**config.mk**
```make
export PLATFORM = sky130hd
export DESIGN_NAME = fadd_mag_add_seq_flat
export DESIGN_NICKNAME = d
export VERILOG_FILES = /design/src/rtl/fadd_pkg.sv /design/src/rtl/fadd_mag_add_seq_if.sv /design/src/rtl/fadd_align_shifter.sv /design/src/rtl/fadd_mag_add_seq.sv /design/src/flat_wrapper.sv
export SDC_FILE = /design/constraint.sdc
export NUM_CORES = 1
export LEC_CHECK = 0
export CAP_MARGIN = 20
export CORE_MARGIN = 3
export CORE_UTILIZATION = 45
export CTS_CLUSTER_SIZE = 10
export DETAILED_ROUTE_END_ITERATION = 12
export MAX_ROUTING_LAYER = met4
export PLACE_DENSITY = 0.63
export SETUP_SLACK_MARGIN = 0.3
export SYNTH_ARGS = -nofsm -noshare
export SYNTH_HDL_FRONTEND = slang
export SYNTH_HIERARCHICAL = 1
export SYNTH_SLANG_ARGS = --single-unit
```
**constraint.sdc**
```tcl
create_clock -name clk -period 5.15 [get_ports clk]
set_clock_uncertainty 0.05 [all_clocks]
set_input_delay 0.7725 -clock clk [delete_from_list [all_inputs] [get_ports clk]]
set_output_delay 0.7725 -clock clk [all_outputs]
set_load 0.005 [all_outputs]
```
**src/rtl/fadd_pkg.sv**
```systemverilog
// rtl/fadd_pkg.sv - shared constants and FSM state type for the FP32 magnitude-add path
package fadd_pkg;

    localparam int EXP_W = 8;
    localparam int MAN_W = 23;
    localparam int EXT_W = 27;

    localparam logic [31:0]      QNAN    = 32'h7FC00000;
    localparam logic [EXP_W-1:0] EXP_MAX = 8'hFF;

    typedef enum logic [2:0] {
        IDLE  = 3'd0,
        ALIGN = 3'd1,
        ADD   = 3'd2,
        NORM  = 3'd3,
        ROUND = 3'd4,
        DONE  = 3'd5
    } state_t;

endpackage

```
**src/rtl/fadd_mag_add_seq_if.sv**
```systemverilog
// rtl/fadd_mag_add_seq_if.sv - operand/result handshake bundle for fadd_mag_add_seq
interface fadd_mag_add_seq_if;

    logic        in_valid;
    logic        in_ready;
    logic [31:0] a;
    logic [31:0] b;
    logic        out_valid;
    logic        out_ready;
    logic [31:0] result;
    logic        inexact;
    logic        overflow;

    modport master (
        output in_valid, a, b, out_ready,
        input  in_ready, out_valid, result, inexact, overflow
    );

    modport slave (
        input  in_valid, a, b, out_ready,
        output in_ready, out_valid, result, inexact, overflow
    );

endinterface

```
**src/rtl/fadd_align_shifter.sv**
```systemverilog
// rtl/fadd_align_shifter.sv - right shift of an extended mantissa with sticky OR of the lost bits
module fadd_align_shifter
    import fadd_pkg::*;
(
    input  logic [EXT_W-1:0] i_data,
    input  logic [EXP_W-1:0] i_amt,
    output logic [EXT_W-1:0] o_data,
    output logic             o_sticky
);

    logic [EXT_W-1:0] w_mask;

    always_comb begin
        w_mask   = '1;
        o_data   = '0;
        o_sticky = 1'b0;
        if (i_amt >= EXP_W'(EXT_W)) begin
            o_sticky = |i_data;
        end else begin
            w_mask   = (EXT_W'(1) << i_amt) - EXT_W'(1);
            o_data   = i_data >> i_amt;
            o_sticky = |(i_data & w_mask);
        end
    end

endmodule

```
**src/rtl/fadd_mag_add_seq.sv**
```systemverilog
// rtl/fadd_mag_add_seq.sv - multi-cycle FP32 |a|+|b| with sign of a, round-to-nearest-even
module fadd_mag_add_seq
    import fadd_pkg::*;
(
    input  logic              clk,
    input  logic              rst_n,
    fadd_mag_add_seq_if.slave bus
);

    state_t           r_state;
    logic             r_in_ready;
    logic             r_out_valid;
    logic [31:0]      r_result;
    logic             r_inexact;
    logic             r_overflow;

    logic             r_sa;
    logic             r_special;
    logic [31:0]      r_spec_res;
    logic [EXP_W-1:0] r_ea;
    logic [EXP_W-1:0] r_eb;
    logic [MAN_W:0]   r_ma;
    logic [MAN_W:0]   r_mb;
    logic [EXT_W-1:0] r_big;
    logic [EXT_W-1:0] r_small;
    logic [EXP_W:0]   r_exp;
    logic [EXT_W:0]   r_sum;
    logic [EXT_W-1:0] r_mant;

    logic [EXP_W-1:0] w_a_exp;
    logic [EXP_W-1:0] w_b_exp;
    logic [MAN_W-1:0] w_a_man;
    logic [MAN_W-1:0] w_b_man;
    logic             w_a_zero;
    logic             w_b_zero;
    logic             w_a_inf;
    logic             w_b_inf;
    logic             w_any_nan;
    logic             w_is_special;
    logic [31:0]      w_spec_res;
    logic             w_unused_sign_b;

    assign w_a_exp         = bus.a[30:23];
    assign w_b_exp         = bus.b[30:23];
    assign w_a_man         = bus.a[MAN_W-1:0];
    assign w_b_man         = bus.b[MAN_W-1:0];
    assign w_a_zero        = (w_a_exp == '0);
    assign w_b_zero        = (w_b_exp == '0);
    assign w_a_inf         = (w_a_exp == EXP_MAX) && (w_a_man == '0);
    assign w_b_inf         = (w_b_exp == EXP_MAX) && (w_b_man == '0);
    assign w_any_nan       = ((w_a_exp == EXP_MAX) && (w_a_man != '0)) ||
                             ((w_b_exp == EXP_MAX) && (w_b_man != '0));
    assign w_is_special    = w_any_nan || w_a_inf || w_b_inf || (w_a_zero && w_b_zero);
    assign w_unused_sign_b = bus.b[31];

    // NaN outranks infinity, which outranks the both-zero case.
    always_comb begin
        w_spec_res = {bus.a[31], 31'h0};
        if (w_any_nan) begin
            w_spec_res = QNAN;
        end else if (w_a_inf || w_b_inf) begin
            w_spec_res = {bus.a[31], EXP_MAX, {MAN_W{1'b0}}};
        end
    end

    logic             w_swap;
    logic [EXP_W-1:0] w_big_e;
    logic [EXP_W-1:0] w_small_e;
    logic [MAN_W:0]   w_big_m;
    logic [MAN_W:0]   w_small_m;
    logic [EXP_W-1:0] w_shamt;
    logic [EXT_W-1:0] w_sh_data;
    logic             w_sh_sticky;

    assign w_swap    = (r_eb > r_ea);
    assign w_big_e   = w_swap ? r_eb : r_ea;
    assign w_small_e = w_swap ? r_ea : r_eb;
    assign w_big_m   = w_swap ? r_mb : r_ma;
    assign w_small_m = w_swap ? r_ma : r_mb;
    assign w_shamt   = w_big_e - w_small_e;

    fadd_align_shifter u_align (
        .i_data   ({w_small_m, 3'b000}),
        .i_amt    (w_shamt),
        .o_data   (w_sh_data),
        .o_sticky (w_sh_sticky)
    );

    logic [EXT_W-1:0] w_norm_mant;
    logic [EXP_W:0]   w_norm_exp;

    assign w_norm_mant = r_sum[EXT_W] ? {r_sum[EXT_W:2], r_sum[1] | r_sum[0]} : r_sum[EXT_W-1:0];
    assign w_norm_exp  = r_sum[EXT_W] ? r_exp + 1'b1 : r_exp;

    logic             w_g;
    logic             w_r;
    logic             w_s;
    logic             w_l;
    logic             w_up;
    logic             w_inexact;
    logic [MAN_W+1:0] w_rnd;
    logic [MAN_W-1:0] w_fin_man;
    logic [EXP_W:0]   w_rnd_exp;

    assign w_l       = r_mant[3];
    assign w_g       = r_mant[2];
    assign w_r       = r_mant[1];
    assign w_s       = r_mant[0];
    assign w_up      = w_g && (w_r || w_s || w_l);
    assign w_inexact = w_g | w_r | w_s;
    assign w_rnd     = {1'b0, r_mant[EXT_W-1:3]} + (MAN_W+2)'(w_up);
    assign w_fin_man = w_rnd[MAN_W+1] ? w_rnd[MAN_W:1] : w_rnd[MAN_W-1:0];
    assign w_rnd_exp = w_rnd[MAN_W+1] ? r_exp + 1'b1 : r_exp;

    always_ff @(posedge clk or negedge rst_n) begin
        if (!rst_n) begin
            r_state     <= IDLE;
            r_in_ready  <= 1'b1;
            r_out_valid <= 1'b0;
            r_result    <= '0;
            r_inexact   <= 1'b0;
            r_overflow  <= 1'b0;
            r_sa        <= 1'b0;
            r_special   <= 1'b0;
            r_spec_res  <= '0;
            r_ea        <= '0;
            r_eb        <= '0;
            r_ma        <= '0;
            r_mb        <= '0;
            r_big       <= '0;
            r_small     <= '0;
            r_exp       <= '0;
            r_sum       <= '0;
            r_mant      <= '0;
        end else begin
            case (r_state)
                IDLE: begin
                    if (bus.in_valid) begin
                        r_sa       <= bus.a[31];
                        r_ea       <= w_a_exp;
                        r_eb       <= w_b_exp;
                        r_ma       <= w_a_zero ? '0 : {1'b1, w_a_man};
                        r_mb       <= w_b_zero ? '0 : {1'b1, w_b_man};
                        r_special  <= w_is_special;
                        r_spec_res <= w_spec_res;
                        r_in_ready <= 1'b0;
                        r_state    <= ALIGN;
                    end
                end
                ALIGN: begin
                    r_big   <= {w_big_m, 3'b000};
                    // Bits lost below S fold into S; big's low 3 bits are zero so this cannot carry.
                    r_small <= {w_sh_data[EXT_W-1:1], w_sh_data[0] | w_sh_sticky};
                    r_exp   <= {1'b0, w_big_e};
                    r_state <= ADD;
                end
                ADD: begin
                    r_sum   <= {1'b0, r_big} + {1'b0, r_small};
                    r_state <= NORM;
                end
                NORM: begin
                    r_mant  <= w_norm_mant;
                    r_exp   <= w_norm_exp;
                    r_state <= ROUND;
                end
                ROUND: begin
                    if (r_special) begin
                        r_result   <= r_spec_res;
                        r_inexact  <= 1'b0;
                        r_overflow <= 1'b0;
                    end else if (w_rnd_exp >= {1'b0, EXP_MAX}) begin
                        r_result   <= {r_sa, EXP_MAX, {MAN_W{1'b0}}};
                        r_inexact  <= w_inexact;
                        r_overflow <= 1'b1;
                    end else begin
                        r_result   <= {r_sa, w_rnd_exp[EXP_W-1:0], w_fin_man};
                        r_inexact  <= w_inexact;
                        r_overflow <= 1'b0;
                    end
                    r_out_valid <= 1'b1;
                    r_state     <= DONE;
                end
                DONE: begin
                    if (bus.out_ready) begin
                        r_out_valid <= 1'b0;
                        r_in_ready  <= 1'b1;
                        r_state     <= IDLE;
                    end
                end
                default: begin
                    r_state     <= IDLE;
                    r_in_ready  <= 1'b1;
                    r_out_valid <= 1'b0;
                end
            endcase
        end
    end

    assign bus.in_ready  = r_in_ready;
    assign bus.out_valid = r_out_valid;
    assign bus.result    = r_result;
    assign bus.inexact   = r_inexact;
    assign bus.overflow  = r_overflow;

endmodule

```
**src/flat_wrapper.sv**
```systemverilog
// flat-port wrapper written by rule: the top's interface ports become plain ports
module fadd_mag_add_seq_flat import fadd_pkg::*;
  (clk, rst_n, bus_in_valid, bus_a, bus_b, bus_out_ready, bus_in_ready, bus_out_valid, bus_result, bus_inexact, bus_overflow);
  fadd_mag_add_seq_if bus_i ();
  input  logic clk;
  input  logic rst_n;
  input wire logic [$bits(bus_i.in_valid)-1:0] bus_in_valid;
  input wire logic [$bits(bus_i.a)-1:0] bus_a;
  input wire logic [$bits(bus_i.b)-1:0] bus_b;
  input wire logic [$bits(bus_i.out_ready)-1:0] bus_out_ready;
  output wire logic [$bits(bus_i.in_ready)-1:0] bus_in_ready;
  output wire logic [$bits(bus_i.out_valid)-1:0] bus_out_valid;
  output wire logic [$bits(bus_i.result)-1:0] bus_result;
  output wire logic [$bits(bus_i.inexact)-1:0] bus_inexact;
  output wire logic [$bits(bus_i.overflow)-1:0] bus_overflow;
  assign bus_i.in_valid = bus_in_valid;
  assign bus_i.a = bus_a;
  assign bus_i.b = bus_b;
  assign bus_i.out_ready = bus_out_ready;
  assign bus_in_ready = bus_i.in_ready;
  assign bus_out_valid = bus_i.out_valid;
  assign bus_result = bus_i.result;
  assign bus_inexact = bus_i.inexact;
  assign bus_overflow = bus_i.overflow;
  fadd_mag_add_seq u_core (.clk(clk), .rst_n(rst_n), .bus(bus_i));
endmodule
```
==> results of run 1 <==
==> cell type report <==
type                    instances  area, µm²
inverters                      35      131.4
flip-flops and latches        223       5582
clock inverters                 4      26.28
clock buffers                  41      728.2
fillers                      2783      13100
well taps                     390      488.0
repair buffers                199       1831
multi-input cells            1253       8302
==> per-layer routing <==
metal | wire, µm | GRT usage (%) | up-vias
met5 | 0 | - | -
met4 | 669 | 4.570 | 0
met3 | 3338 | 5.103 | 47
met2 | 20090 | 41.20 | 414
met1 | 19810 | 37.35 | 6229
li1 | - | - | 6079
==> sequential cells by signal, summed over array words and instances, names as in the netlist, 3 cells and up <==
register and count:
u_core/r_mb 24, u_core/r_exp 9, u_core/r_ea 8, u_core/r_ma 24, u_core/r_state 3, u_core/r_spec_res 3, u_core/r_eb 8, u_core/bus.result 32
u_core/r_big 24, u_core/r_small 27, u_core/r_mant 27, u_core/r_sum 28
==> cell usage in the layout, fill, tap and decap left out, drive strengths merged, types with 41 or more instances in the layout <==
cell type      instances
buf                   98
a21oi                 71
dfrtp                222
o21ai                136
clkbuf                41
nand3                 47
clkdlybuf4s50        101
nor2                 112
nand2                310
a22o                  57
mux2i                 46
==> cells by family (layout without fill, tap and decap cells) <==
family / count (synthesis) / after routing / synth area share [%]
muxes: 95 / 95 / 8.588
adders and majority gates: 36 / 36 / 3.267
DFF: 223 / 223 / 39.82
and+or+nand+nor: 629 / 629 / 20.56
other: 1 / 13 / 0.02676
xor gates and xnor gates: 52 / 52 / 3.249
buffers and inverters: 143 / 279 / 4.160
AOI/OAI and AO/OA: 428 / 428 / 20.33
==> per-stage QoR <==
step	cell area (µm²)	cells	utilization, %	hold slack (ns)	worst slack [ns]
2_1_floorplan	14090	1619	-	0.3912	0.3123
3_3_place_gp	15840	2085	52.46	0.4040	-0.01633
3_5_place_dp	15840	2085	52.46	0.4158	-0.02541
4_1_cts	16680	2131	55.26	0.1246	0.3079
5_1_grt	17090	2145	56.60	0.1349	0.2581
6_report	17090	2145	56.60	0.1209	0.4555
==> path summary, 6_finish.rpt <==
kind | endpoint | slack (ns) | cells after the start
min in group clk | u_core/bus.result[11]$_DFFE_PN0P_ | 0.43 | 2
min reg2reg | u_core/bus.result[11]$_DFFE_PN0P_ | 0.43 | 2
max reg2reg | u_core/r_small[0]$_DFFE_PN0P_ | 0.46 | 21
max | u_core/r_small[0]$_DFFE_PN0P_ | 0.46 | 21
min | u_core/bus.result[8]$_DFFE_PN0P_ | 0.12 | 1
max in group asynchronous | u_core/r_small[10]$_DFFE_PN0P_ | 3.79 | 2
==> worst reg2reg max path, cell delays in order (launching register included) <==
cell and delay (ns):
dfrtp_1 0.42, ha_4 0.29, nand4_1 0.21, buf_4 0.21, a21oi_2 0.14, buf_4 0.16, a311oi_4 0.10, o32ai_4 0.27
o221a_4 0.24, nand2_1 0.07, buf_4 0.15, xor2_2 0.17, buf_6 0.18, or3_4 0.41, buf_4 0.20, a221o_1 0.37
a21oi_1 0.13, nand4_1 0.16, nor4_4 0.39, a21oi_2 0.10, nor2_1 0.10, a21oi_1 0.06
==> timing repair <==
item	CTS	global route
pin swaps	5	25
setup buffers	1	12
resized for setup	17	51
setup endpoints to repair	1	4
==> flow_summary_export.csv, run 1 <==
group,metric,value,unit
critical_path,worstPathRequired,5.51,ns
critical_path,crit_path_start,"u_core/r_eb[6]$_DFFE_PN0P_",
finish,drive_above_1_share,14.64,%
global_route,antenna_found_initial,1,
critical_path,cpLargestDelayFamily,"compound AO/OA/AOI/OAI gates",
critical_path,r2r-start,"u_core/r_eb[6]$_DFFE_PN0P_",
global_route,grt_max_degree,103,
route,drc_errors,0,
clock_tree,clk_pin_slew_worst_paths,0.08,ns
global_route,grt_pass1_wl,69170,µm
route,route.vias.total,12770,
logic_synthesis,postSynthCellCount,1607,
clock_tree,worstSkewPairLatency,0.55,ns
logic_synthesis,synth_top_cell_by_area,"dfrtp_1",
logic_synthesis,avgSynthCellArea,8.722,µm²
die,top_level_ports,104,
placement,hpwl,32570,µm
finish,areaGrowthSynthToFinish,21.92,%
route,via_per_inst,5.953,
timing,slew_headroom,27.62,%
timing,drv_slew,0,
critical_path,crit_chain,"ha_4 -> nand4_1 -> buf_4 -> a21oi_2 -> buf_4 -> a311oi_4 -> o32ai_4 -> o221a_4 -> nand2_1 -> buf_4 -> xor2_2 -> buf_6 -> or3_4 -> buf_4 -> a221o_1 -> a21oi_1 -> nand4_1 -> nor4_4 -> a21oi_2 -> nor2_1 -> a21oi_1",
finish,nNetsFinal,1843,
placement,gp_congestion,0.9566,
critical_path,path_common_cell,"buf_4",
route,drt-wirelength-per-cell,20.47,µm
logic_synthesis,yosysTopAreaCellShare,39.64,%
die,core,0.03019,mm²
logic_synthesis,syn-cell-area,0.01402,mm²
placement,io_buffers,102,
route,drt-pass1-iter-count,6,
timing,worst_pin_slew,1.085,ns
logic_synthesis,synth_cell_types,87,
logic_synthesis,synth_top_cells_by_count,"nand2_1 (310), dfrtp_1 (222), o21ai_0 (133)",
global_route,grtUsageTotal,26.70,%
die,dieArea,0.03330,mm²
clock_tree,cts_sinks,223,
timing,fmax,0.2130,GHz
critical_path,critical-path-max-stage-delay,0.42,ns
timing,final-hold-violation-count,0,
route,drt_wl_total,43910,µm
die,floorplan.initialDensity,46.43,%
job,cap_violations,0,
die,fp.dieW,182.5,µm
route,ant_nets,0,
finish,n_antenna_cell,0,
timing,rsz0062_at_grt,"no",
logic_synthesis,yosys_warnings,6,
critical_path,path_buf_inv,5,
logic_synthesis,yosysSeqAreaShare,39.82,%
critical_path,crit_slowest_cell,"dfrtp_1",
timing,period_share,91.15,%
clock_tree,ctsHoldBuffers,0,
timing,setup_violations,0,
global_route,first_global_vias,12130,
critical_path,critPathLaunchType,"flop",
outcome,outcome,"completed",
die,die_h,182.5,µm
critical_path,crit_type,"flop to flop",
logic_synthesis,synth.most_common_cell,"nand2_1",
clock_tree,cts_buffers,27,
critical_path,arrival,5.05,ns
clock_tree,max-clock-path-buffers,3,
global_route,gr-total-overflow,0,
route,drt_iter0_drc,1105,
logic_synthesis,ys_async_sr_fraction,100.0,%
timing,period_needed,4.694,ns
timing,tns,0,ns
die,num_rows,63,
clock_tree,cts_root_buf,"clkbuf_16",
logic_synthesis,synth_edf_count,0,
logic_synthesis,ys.flop_type,"dfrtp_1",
logic_synthesis,ys_ff_latch,223,
clock_tree,htree_num_levels,1,
clock_tree,cts_tree,"built",
critical_path,crit_fanout,9,
critical_path,endpoint_kind,"flop",
worst_hold_path,min_path_type,"input pin to async pin",
logic_synthesis,synth_area_leaders,"dfrtp_1 (40%), nand2_1 (8.3%), o21ai_0 (4.7%)",
Power of run 1 is left out: the tool's default activity adds up to more than one toggle a clock period on the data nets, which glitch-free logic cannot reach.
==> inputs of run 2 (changes only) <==
--- a/config.mk
+++ b/config.mk
@@ -6,12 +6,14 @@
 export NUM_CORES = 1
 export LEC_CHECK = 0
 export CAP_MARGIN = 20
+export CELL_PAD_IN_SITES_DETAIL_PLACEMENT = 0
+export CELL_PAD_IN_SITES_GLOBAL_PLACEMENT = 1
 export CORE_MARGIN = 3
-export CORE_UTILIZATION = 45
+export CORE_UTILIZATION = 25
 export CTS_CLUSTER_SIZE = 10
 export DETAILED_ROUTE_END_ITERATION = 12
 export MAX_ROUTING_LAYER = met4
-export PLACE_DENSITY = 0.63
+export PLACE_DENSITY = 0.48
 export SETUP_SLACK_MARGIN = 0.3
 export SYNTH_ARGS = -nofsm -noshare
 export SYNTH_HDL_FRONTEND = slang
==> run 2 against run 1 <==
  * Hold slack gained 0.069 ns
  * Wire length rose by 10%
  * First-iteration DRC count shrank 40%
  * Final cell count is 16% higher
  * Via count shrank 3.1%
  * Register-to-register slack worse by 0.04 ns
  * Critical endpoint unchanged
==> flow_summary_export.csv, run 2 (same netlist as run 1, synthesis figures left out) <==
group,metric,value,unit
finish,seqCellArea,0.005582,mm²
timing,drv_slew,0,
critical_path,endpoint_kind,"flop",
timing,fin_hold_ws,0.1896,ns
global_route,first_global_vias,12300,
clock_tree,clk_pin_slew_worst_paths,0.06,ns
route,route.vias.total,12380,
placement,hpwl,37010,µm
route,ant_nets,0,
clock_tree,worstSkewPairLatency,0.58,ns
clock_tree,cts_sinks,223,
critical_path,critPathLaunchType,"flop",
timing,slew_headroom,37.85,%
global_route,met1_usage,22.95,%
global_route,grt_pass1_wl,75330,µm
route,drt_iter0_drc,661,
finish,final_cell_mix,"nand2_1 (309), dfrtp_1 (222), o21ai_0 (130)",
critical_path,reg2reg_to,"u_core/r_small[0]$_DFFE_PN0P_",
die,dieArea,0.05894,mm²
timing,period_share,92.01,%
route,drc_errors,0,
finish,stdcell_count,2498,
clock_tree,cts_tree,"built",
finish,layout_commonest_cell,"nand2_1",
critical_path,reg2reg_slack,0.41,ns
route,drt_wl_total,48460,µm
outcome,outcome,"completed",
clock_tree,max-clock-path-buffers,3,
critical_path,crit_type,"flop to flop",
die,fp.dieW,242.8,µm
clock_tree,htree_num_levels,1,
die,num_rows,86,
finish,largest_register_ffs,32,
finish,nNetsFinal,1834,
finish,multi_input_area,0.008244,mm²
critical_path,r2r-start,"u_core/r_eb[6]$_DFFE_PN0P_",
die,core,0.05531,mm²
timing,fmax,0.2110,GHz
global_route,grt_max_degree,99,
die,die_h,242.8,µm
route,drt-wirelength-per-cell,19.40,µm
placement,dp_slack,-0.01197,ns
job,cap_violations,0,
finish,n_antenna_cell,0,
global_route,grt-busiest-layer,"met2",
critical_path,worstPathRequired,5.51,ns
finish,drive_above_1_share,13.94,%
critical_path,r2r_cells,21,
clock_tree,ctsHoldBuffers,0,
worst_hold_path,min_path_type,"input pin to async pin",
timing,final-hold-violation-count,0,
placement,placedCellCount,2431,
global_route,use_met2,26.25,%
critical_path,crit_fanout,17,
timing,period_needed,4.738,ns
timing,setup_violations,0,
timing,rsz0062_at_grt,"yes",
finish,fillerInstances,5904,
clock_tree,cts_buffers,29,
placement,io_buffers,102,
die,floorplan.initialDensity,25.34,%
route,drt-pass1-iter-count,4,
timing,layout_setup_ws,0.4116,ns
placement,dpl-instance-area,0.01622,mm²
global_route,gr-total-overflow,0,
clock_tree,cts_root_buf,"clkbuf_16",
critical_path,arrival,5.10,ns
placement,gp_congestion,0.8861,
finish,stdcell_area,0.01757,mm²
global_route,grtUsageTotal,16.60,%
global_route,met3_usage,1.635,%
route,via_per_inst,4.955,
timing,worst_pin_slew,0.9322,ns
die,top_level_ports,104,
global_route,antenna_found_initial,0,
finish,areaGrowthSynthToFinish,25.33,%
-- run 2: cell type report --
type / instances / share of cell area (%)
multi-input cells: 1253 / 46.93
flip-flops and latches: 223 / 31.78
repair buffers: 188 / 9.880
well taps: 748 / 5.328
clock buffers: 44 / 4.623
inverters: 35 / 0.7479
clock inverters: 7 / 0.7123
-- run 2: critical path, stage by stage, from the launching register on --
cell	delay (ns)
dfrtp_1	0.43
ha_4	0.33
nand4_1	0.19
nand2b_4	0.20
buf_4	0.17
nand2_1	0.12
o21ai_4	0.09
o32ai_4	0.32
o211ai_1	0.19
buf_4	0.17
buf_4	0.13
xor2_2	0.17
buf_4	0.22
or3_1	0.36
buf_4	0.17
a21o_1	0.20
mux2i_1	0.12
a2111o_1	0.35
nor4_2	0.31
a21oi_1	0.11
nor2_1	0.10
a21oi_1	0.07
-- run 2: what timing repair did --
action,in CTS,in global routing
pin swaps,9,23
setup buffers,5,10
cloned,0,0
gates resized for setup,16,33
endpoints found under the setup margin,3,6
-- run 2: layer usage --
| metal | up-vias | part of all wire (%) |
|---|---|---|
| met5 | - | 0 |
| met4 | 0 | 2.4 |
| met3 | 72 | 2.9 |
| met2 | 238 | 46 |
| met1 | 5999 | 49 |
| li1 | 6068 | - |
-- run 2: stage by stage --
step                util [%]  setup TNS, ns
floorplan                  -              0
global placement       29.29              0
detailed placement     29.32       -0.01197
CTS                    31.25              0
global route           31.76              0
finish                 31.76              0
-- run 2: worst max-delay path by stage --
stage,from,endpoint,slack (ns),depth (start not counted)
global route,u_core/r_ea[6]$_DFFE_PN0P_,u_core/r_small[0]$_DFFE_PN0P_,0.16,25
CTS,u_core/r_ea[6]$_DFFE_PN0P_,u_core/r_small[0]$_DFFE_PN0P_,0.31,20
floorplan,u_core/r_eb[3]$_DFFE_PN0P_,u_core/r_small[0]$_DFFE_PN0P_,0.31,25
detailed placement,u_core/r_ea[6]$_DFFE_PN0P_,u_core/r_small[0]$_DFFE_PN0P_,-0.01,24
global placement,u_core/r_ea[6]$_DFFE_PN0P_,u_core/r_small[0]$_DFFE_PN0P_,0.07,24
finish,u_core/r_eb[6]$_DFFE_PN0P_,u_core/r_small[0]$_DFFE_PN0P_,0.41,21
Power of run 2 is left out for the same reason.
==> inputs of run 3 (changes only) <==
--- a/config.mk
+++ b/config.mk
@@ -5,7 +5,6 @@
 export SDC_FILE = /design/constraint.sdc
 export NUM_CORES = 1
 export LEC_CHECK = 0
-export CAP_MARGIN = 20
 export CELL_PAD_IN_SITES_DETAIL_PLACEMENT = 0
 export CELL_PAD_IN_SITES_GLOBAL_PLACEMENT = 1
 export CORE_MARGIN = 3
==> run 3 against run 2 <==
  * Register-to-register slack gained 0.02 ns
  * Core utilization is essentially flat
  * Die area is the same
  * Setup slack gained 0.016 ns
  * Non-clock buffer count grew 3
  * Critical path depth shrank 2
  * Final cell count grew 0.16%
  * Count of clock-buffer cells in the layout grew 3
  * First-iteration DRC count grew 20%
  * Hold slack lost 0.0018 ns
  * Highest routed layer unchanged
==> flow_summary_export.csv, run 3 (same netlist as run 1, synthesis figures left out) <==
group,metric,value,unit
timing,rsz0062_at_grt,"yes",
outcome,outcome,"completed",
route,drt_wl_total,48630,µm
die,die_h,242.8,µm
finish,n_antenna_cell,0,
route,ant_nets,0,
die,floorplan.initialDensity,25.34,%
finish,largest_register_ffs,32,
global_route,gr-total-overflow,0,
die,core,0.05531,mm²
clock_tree,worstSkewPairLatency,0.58,ns
finish,nNetsFinal,1837,
timing,slew_headroom,22.28,%
placement,gp_congestion,0.8861,
clock_tree,cts_sinks,223,
timing,period_share,91.69,%
worst_hold_path,min_path_type,"input pin to async pin",
timing,worst_pin_slew,1.164,ns
route,drc_errors,0,
finish,stdcell_count,2502,
clock_tree,cts_buffers,29,
finish,final_cell_mix,"nand2_1 (309), dfrtp_1 (220), o21ai_0 (131)",
timing,fmax,0.2118,GHz
global_route,grtUsageTotal,16.62,%
timing,period_needed,4.722,ns
finish,fillerInstances,5929,
job,cap_violations,0,
die,num_rows,86,
finish,drive_above_1_share,14.25,%
placement,placedCellCount,2430,
route,via_per_inst,4.924,
global_route,antenna_found_initial,0,
route,drt-pass1-iter-count,4,
timing,final-hold-violation-count,0,
timing,setup_violations,0,
global_route,grt_max_degree,99,
critical_path,crit_type,"flop to flop",
die,fp.dieW,242.8,µm
critical_path,critPathLaunchType,"flop",
global_route,grt_pass1_wl,75270,µm
clock_tree,ctsHoldBuffers,0,
clock_tree,clk_pin_slew_worst_paths,0.06,ns
clock_tree,htree_num_levels,1,
placement,hpwl,37020,µm
critical_path,arrival,5.18,ns
timing,tns,0,ns
clock_tree,max-clock-path-buffers,3,
route,drt_iter0_drc,792,
die,top_level_ports,104,
critical_path,r2r_cells,19,
clock_tree,cts_tree,"built",
timing,drv_slew,0,
route,route.vias.total,12320,
critical_path,endpoint_kind,"flop",
route,drt-wirelength-per-cell,19.44,µm
finish,areaGrowthSynthToFinish,25.25,%
placement,io_buffers,102,
critical_path,crit_fanout,16,
finish,layout_commonest_cell,"nand2_1",
global_route,first_global_vias,12330,
critical_path,worstPathRequired,5.61,ns
clock_tree,cts_root_buf,"clkbuf_16",
die,dieArea,0.05894,mm²
-- run 3: changes by cell type in the layout (fill, tap and decap cells not counted), moves of 2 or more --
cell       change
a21oi_1        -2
a21oi_2        +2
buf_4          +6
bufinv_16      -2
clkbuf_1       +2
dfrtp_1        -2
dfrtp_2        +2
ha_1           -4
ha_4           +4
-- run 3: critical path: stages, from the launching register on --
cell	delay, ns
dfrtp_1	0.38
inv_2	0.09
ha_4	0.22
nor2b_1	0.13
o211ai_1	0.30
a21oi_4	0.13
buf_6	0.16
o211ai_1	0.30
o22ai_2	0.16
o31ai_1	0.27
a21oi_1	0.11
xor2_2	0.22
buf_6	0.16
or2_2	0.46
or3_1	0.53
o21a_1	0.27
and2_0	0.17
a211oi_1	0.22
o21a_1	0.18
mux2_2	0.14
-- run 3: through the flow --
stage / util, % / hold slack [ns] / cell area, µm² / setup slack [ns]
2_1_floorplan: - / 0.3912 / 14090 / 0.3123
3_3_place_gp: 29.29 / 0.4096 / 16200 / 0.06967
3_5_place_dp: 29.29 / 0.4161 / 16200 / 0.02889
4_1_cts: 31.19 / 0.2053 / 17250 / 0.3289
5_1_grt: 31.74 / 0.2477 / 17560 / 0.1930
6_report: 31.74 / 0.1878 / 17560 / 0.4278
-- run 3: timing repair --
item,4_1_cts,5_1_grt
resized for setup,18,32
pin swaps,10,23
cloned,0,0
buffers inserted,6,14
endpoints found under the setup margin,3,5
-- run 3: worst paths after layout --
kind                                                    from                           endpoint  slack, ns
min in group clk           u_core/bus.result[15]$_DFFE_PN0P_  u_core/bus.result[15]$_DFFE_PN0P_       0.42
min reg2reg                u_core/bus.result[15]$_DFFE_PN0P_  u_core/bus.result[15]$_DFFE_PN0P_       0.42
min                                                    rst_n  u_core/bus.result[14]$_DFFE_PN0P_       0.19
max reg2reg                       u_core/r_ea[1]$_DFFE_PN0P_      u_core/r_small[5]$_DFFE_PN0P_       0.43
max                               u_core/r_ea[1]$_DFFE_PN0P_      u_core/r_small[5]$_DFFE_PN0P_       0.43
max in group asynchronous                              rst_n       u_core/r_big[10]$_DFFE_PN0P_       3.72
-- run 3: per-layer routing --
| metal | vias up | share of wire, % | global-route usage, % |
|---|---|---|---|
| met5 | - | 0 | - |
| met4 | 0 | 2.6 | 3.989 |
| met3 | 64 | 3.0 | 1.779 |
| met2 | 225 | 45 | 26.11 |
| met1 | 5964 | 49 | 23.02 |
| li1 | 6067 | - | - |
-- run 3: layout make-up --
class	count	area [µm²]	share of cell area (%)
sequential	223	5584	31.81
tap	748	935.9	5.331
multi-input combinational	1253	8277	47.15
inverter	35	131.4	0.7483
clock buffer	47	833.3	4.747
clock inverter	5	67.56	0.3849
timing repair buffer	191	1727	9.835
Power of run 3 is left out for the same reason.
